File: config.mk
export PLATFORM = sky130hd
export DESIGN_NAME = systolic_setup
export DESIGN_NICKNAME = d
export VERILOG_FILES = /design/src/rtl/systolic_setup.sv
export SDC_FILE = /design/constraint.sdc
export NUM_CORES = 1
export LEC_CHECK = 0
export ABC_CLOCK_PERIOD_IN_PS = 1400
export BUFFER_PORTS_ARGS = -buffer_cell sky130_fd_sc_hd__buf_2
export CAP_MARGIN = 20
export CORE_MARGIN = 2
export CORE_UTILIZATION = 60
export DETAILED_ROUTE_END_ITERATION = 16
export GPL_ROUTABILITY_DRIVEN = 0
export PLACE_DENSITY = 0.89
export SETUP_SLACK_MARGIN = 0.05
export SLEW_MARGIN = 5
export SYNTH_ARGS = -nofsm -noshare
export SYNTH_HDL_FRONTEND = slang
export SYNTH_SLANG_ARGS = --single-unit
File: constraint.sdc
create_clock -name clk_i -period 1.4 [get_ports clk_i]
set_input_delay 0.14 -clock clk_i [delete_from_list [all_inputs] [get_ports clk_i]]
set_output_delay 0.14 -clock clk_i [all_outputs]
set_load 0.01 [all_outputs]
File: src/rtl/systolic_setup.sv
// Input skew stage for one edge of the systolic array: lane j is delayed j+1
// cycles so operands enter diagonally; bubbles inject zero, ensys low clears.
module systolic_setup #(
  parameter int unsigned ROWS       = 8,
  parameter int unsigned DATA_WIDTH = 8
) (
  input  logic                       clk_i,
  input  logic                       rst_i,
  input  logic                       ensys_i,
  input  logic                       bubble_i,
  input  logic [ROWS*DATA_WIDTH-1:0] data_i,
  output logic [ROWS*DATA_WIDTH-1:0] data_o,
  output logic [ROWS-1:0]            valid_o
);

  for (genvar j = 0; j < ROWS; j++) begin : g_lane
    localparam int unsigned DEPTH = j + 1;

    logic [DATA_WIDTH-1:0] dat_q [DEPTH];
    logic                  vld_q [DEPTH];
    logic [DATA_WIDTH-1:0] lane_in_c;
    logic                  vld_in_c;

    // Bubble cycles feed a zero element marked invalid.
    always_comb begin
      lane_in_c = '0;
      vld_in_c  = 1'b0;
      if (!bubble_i) begin
        lane_in_c = data_i[j*DATA_WIDTH +: DATA_WIDTH];
        vld_in_c  = 1'b1;
      end
    end

    // Reset or a dropped enable wipes the whole chain; otherwise shift by one.
    always_ff @(posedge clk_i) begin
      if (rst_i || !ensys_i) begin
        for (int unsigned i = 0; i < DEPTH; i++) begin
          dat_q[i] <= '0;
          vld_q[i] <= 1'b0;
        end
      end else begin
        dat_q[0] <= lane_in_c;
        vld_q[0] <= vld_in_c;
        for (int unsigned i = 1; i < DEPTH; i++) begin
          dat_q[i] <= dat_q[i-1];
          vld_q[i] <= vld_q[i-1];
        end
      end
    end

    assign data_o[j*DATA_WIDTH +: DATA_WIDTH] = dat_q[DEPTH-1];
    assign valid_o[j]                         = vld_q[DEPTH-1];
  end

endmodule
# Yosys cells after proc, flatten, opt, wreduce, memory -nomap -nowiden

Memory sizes are Yosys's and may differ from the RTL's.
Index checks and enable logic that the tools add are counted.

Register bits after elaboration: 0
Bits in writable memories: 324
Memories: 16
Input bits: 68
Logic and storage cells: 176
Output and inout port bits: 72

Memory list:

| memory           | words | width | read ports | clocked after memory_dff | write ports | RTL line | RTL |
|---|---|---|---|---|---|---|---|
| g_lane[7].dat_q  | 8     | 8     | 8          | 0                        | 8           | 19       | `logic [DATA_WIDTH-1:0] dat_q [DEPTH];` |
| g_lane[6].dat_q  | 7     | 8     | 7          | 0                        | 7           | 19       |  |
| g_lane[5].dat_q  | 6     | 8     | 6          | 0                        | 6           | 19       |  |
| g_lane[4].dat_q  | 5     | 8     | 5          | 0                        | 5           | 19       |  |
| g_lane[3].dat_q  | 4     | 8     | 4          | 0                        | 4           | 19       |  |
| g_lane[2].dat_q  | 3     | 8     | 3          | 0                        | 3           | 19       |  |
| 10 more memories | --    | --    | --         | --                       | --          | --       |  |

Reductions and logical operators: 4
Bitwise operators: 70
Muxes and demuxes: 86

Operators with widths:

| kind               | number |
|---|---|
| two-way mux 8 bit  | 44 |
| bitwise OR 1 bit   | 70 |
| two-way mux 1 bit  | 42 |
| OR reduction 8 bit | 1 |
| logical NOT 1 bit  | 1 |
| logical OR 1 bit   | 1 |
| OR reduction 1 bit | 1 |

# Depth between registers and ports, before layout

Word-level depth: 5
Gate-level depth with buffers: 4
Mapped depth without buffers: 1

# Worst setup path before layout

Ideal clock, no wire load.

Path type: in2reg
Start point: in bubble_i
End point: mem g_lane[1].dat_q[0][7]
Stages: 3
Arrival: 0.790 ns
Setup time: 0.117 ns
Setup slack: 0.493 ns
Cell sequence: clkbuf_2 > clkbuf_1 > and4bb_2

RTL lines:

| what            | RTL line | RTL |
|---|---|---|
| start, declared | 10       | `input logic bubble_i,` |
| end, declared   | 19       |  |

==> flow_summary_export.csv <==
group,metric,value,unit
outcome,status,"finished clean",
logic_synthesis,yosysWarnings,0,
routing,first_pass_iters,4,
timing,finalSetupViolCount,0,
clock_network,cts_resized,0,
clock_network,cts_htree_levels,1,
clock_network,cts_root_buf,"clkbuf_16",
grt,antenna_found_initial,0,
final_layout,num_antenna_cells,0,
worst_setup_path,slowest_delay,0.39,ns
clock_network,cts.sinks,296,
place,dp_hpwl,8990,um
worst_setup_path,path_buf_inv,1,
floorplanning,die_w,129,um
timing,rsz0062_at_grt,"false",
logic_synthesis,synth_area_leader_cell,"dfxtp_1",
clock_network,clk_latency,0.54,ns
floorplanning,die_area,16700,um2
routing,wl_per_cell,16.9,um
place,dp_slack,0.242,ns
final_layout,syn2layout_area_growth,22.8,%
floorplanning,coreArea,15300,um2
worst_setup_path,critPathLaunchType,"flop",
worst_setup_path,crit_slowest_cell,"dfxtp_1",
final_layout,layout_commonest_cell,"dfxtp_1",
logic_synthesis,ys_ff_latch,296,
timing,fin_ws,0.184,ns
worst_setup_path,worstPathRequired,1.26,ns
routing,drt_iter0_drc,294,
logic_synthesis,syn_area_per_cell,13.2,um2
final_layout,layout.nets,909,
grt,grt-ovfl-total,0,
power_and_ir_drop,vdd_drop_max,1.34,mV
timing,hold_violations,0,
clock_network,ctsHoldBuffers,67,
grt,grt_max_degree,77,
grt,grt_pass1_wl,28600,um
worst_setup_path,critPathKind,"flop to output pin",
job,maxCapViolCount,0,
logic_synthesis,syn_nets,780,
floorplanning,initial_core_util,61.6,%
routing,vias,5452,
logic_synthesis,synth.distinct_cells,9,
worst_setup_path,path_cells,"buf_2",
clock_network,cts_buffer_depth,3,
power_and_ir_drop,leakage,5.90,nW
grt,grt_pass1_vias,5595,
timing,worst-slew-pin-transition,0.416,ns
clock_network,path_clk_slew,0.07,ns
worst_setup_path,cp_max_fo,1,
routing,ant_nets,0,
final_layout,final_cell_mix,"dfxtp_1 (296), and3b_1 (231), buf_2 (137)",
logic_synthesis,netlist_area,9390,um2
timing,finalCriticalPeriod,1.22,ns
logic_synthesis,postSynthCellCount,712,
logic_synthesis,synth_top_area_share,63.1,%
place,portBuffers,139,
clock_network,cts_tree,"built",
floorplanning,io_pins,140,
min_path,worstHoldPathType,"primary input to flop",
clock_network,post_cts_buffers,0,
routing,route.detailed.drc,0,
routing,via_per_inst,5.09,
power_and_ir_drop,total_power,17.0,mW
logic_synthesis,yosysSeqAreaShare,63.1,%
timing,finalSetupTns,0,ns
timing,clock_skew,0.0194,ns
power_and_ir_drop,power.density,1470,nW/um2
timing,min_period_over_period,86.8,%
timing,drv_slew,0,
worst_setup_path,arrival,1.08,ns
grt,grt.total_usage,21.7,%
clock_network,cts_buffers,28,
final_layout,drive_gt1_share,28.2,%
worst_setup_path,critical_path.top_delay_family,"flip-flops",
worst_setup_path,endpoint_kind,"output pin",
logic_synthesis,ys_top_cells_by_area,"dfxtp_1 (63%), and3b_1 (22%), and4bb_2 (6.0%), buf_4 (4.2%), nor4bb_1 (2.0%)",
routing,drt-total-wl,18100,um
floorplanning,die_h,129,um
timing,relSlewSlack,71.9,%
floorplanning,fp-row-count,45,
timing,fmax,0.823,GHz
## state kept, by name, indices dropped and copies added, names as in the netlist
register and cells:
g_lane.dat_q 288, g_lane.vld_q 8
## routing by layer
| layer | GRT usage, % | wire length [um] |
|---|---|---|
| met2 | 38.5 | 9070 |
| met3 | 4.38 | 804 |
| met5 | 0 | 0 |
| met4 | 8.38 | 660 |
| met1 | 25.9 | 7570 |
## worst paths after layout
path	start	depth (start not counted)	endpoint	slack, ns
worst max register to register	g_lane[5].dat_q[1][3]$_SDFF_PP0_	1	g_lane[5].dat_q[2][3]$_SDFF_PP0_	0.75
worst min-delay path	rst_i	2	g_lane[5].dat_q[3][6]$_SDFF_PP0_	0.03
worst min register to register	g_lane[3].dat_q[2][0]$_SDFF_PP0_	1	g_lane[3].dat_q[3][0]$_SDFF_PP0_	0.45
worst max-delay path	g_lane[1].dat_q[0][8]$_SDFF_PP0_	1	data_o[8]	0.18
## power by group
group / total, mW / switching (mW) / internal [mW]
Combinational: 0.727 / 0.317 / 0.409
Sequential: 8.51 / 0.0202 / 8.49
Clock: 7.72 / 3.15 / 4.57
Total: 17.0 / 3.49 / 13.5
## final cells by class
type	instances	area, um2
well taps	211	264
fillers	879	3720
clock buffers	38	798
flip-flops and latches	296	5930
multi-input cells	296	2780
clock inverters	12	160
repair buffers	219	1600
## cell usage after synthesis
library cell  number
buf_2             27
clkbuf_1          38
and3b_1          231
clkbuf_2           3
buf_4             52
and4bb_2          45
nor3b_1            1
nor4bb_1          19
dfxtp_1          296
## kinds of logic (layout without fill, tap and decap cells)
logic type    after synthesis  in the layout  synth area share [%]
buf+inv                   120            269                  7.27
flops                     296            296                  63.1
simple gates              296            296                  29.6
## per-stage QoR
stage          util, %  area, um2  instances  hold slack [ns]
4_1_cts           75.6      11500       1072           0.0152
3_5_place_dp      64.9       9900        955            0.398
5_1_grt           75.6      11500       1072           0.0367
2_1_floorplan        -       9390        712            0.296
6_report          75.6      11500       1072           0.0337
3_3_place_gp      64.9       9900        955            0.400
(Power assumes the default switching activity.)
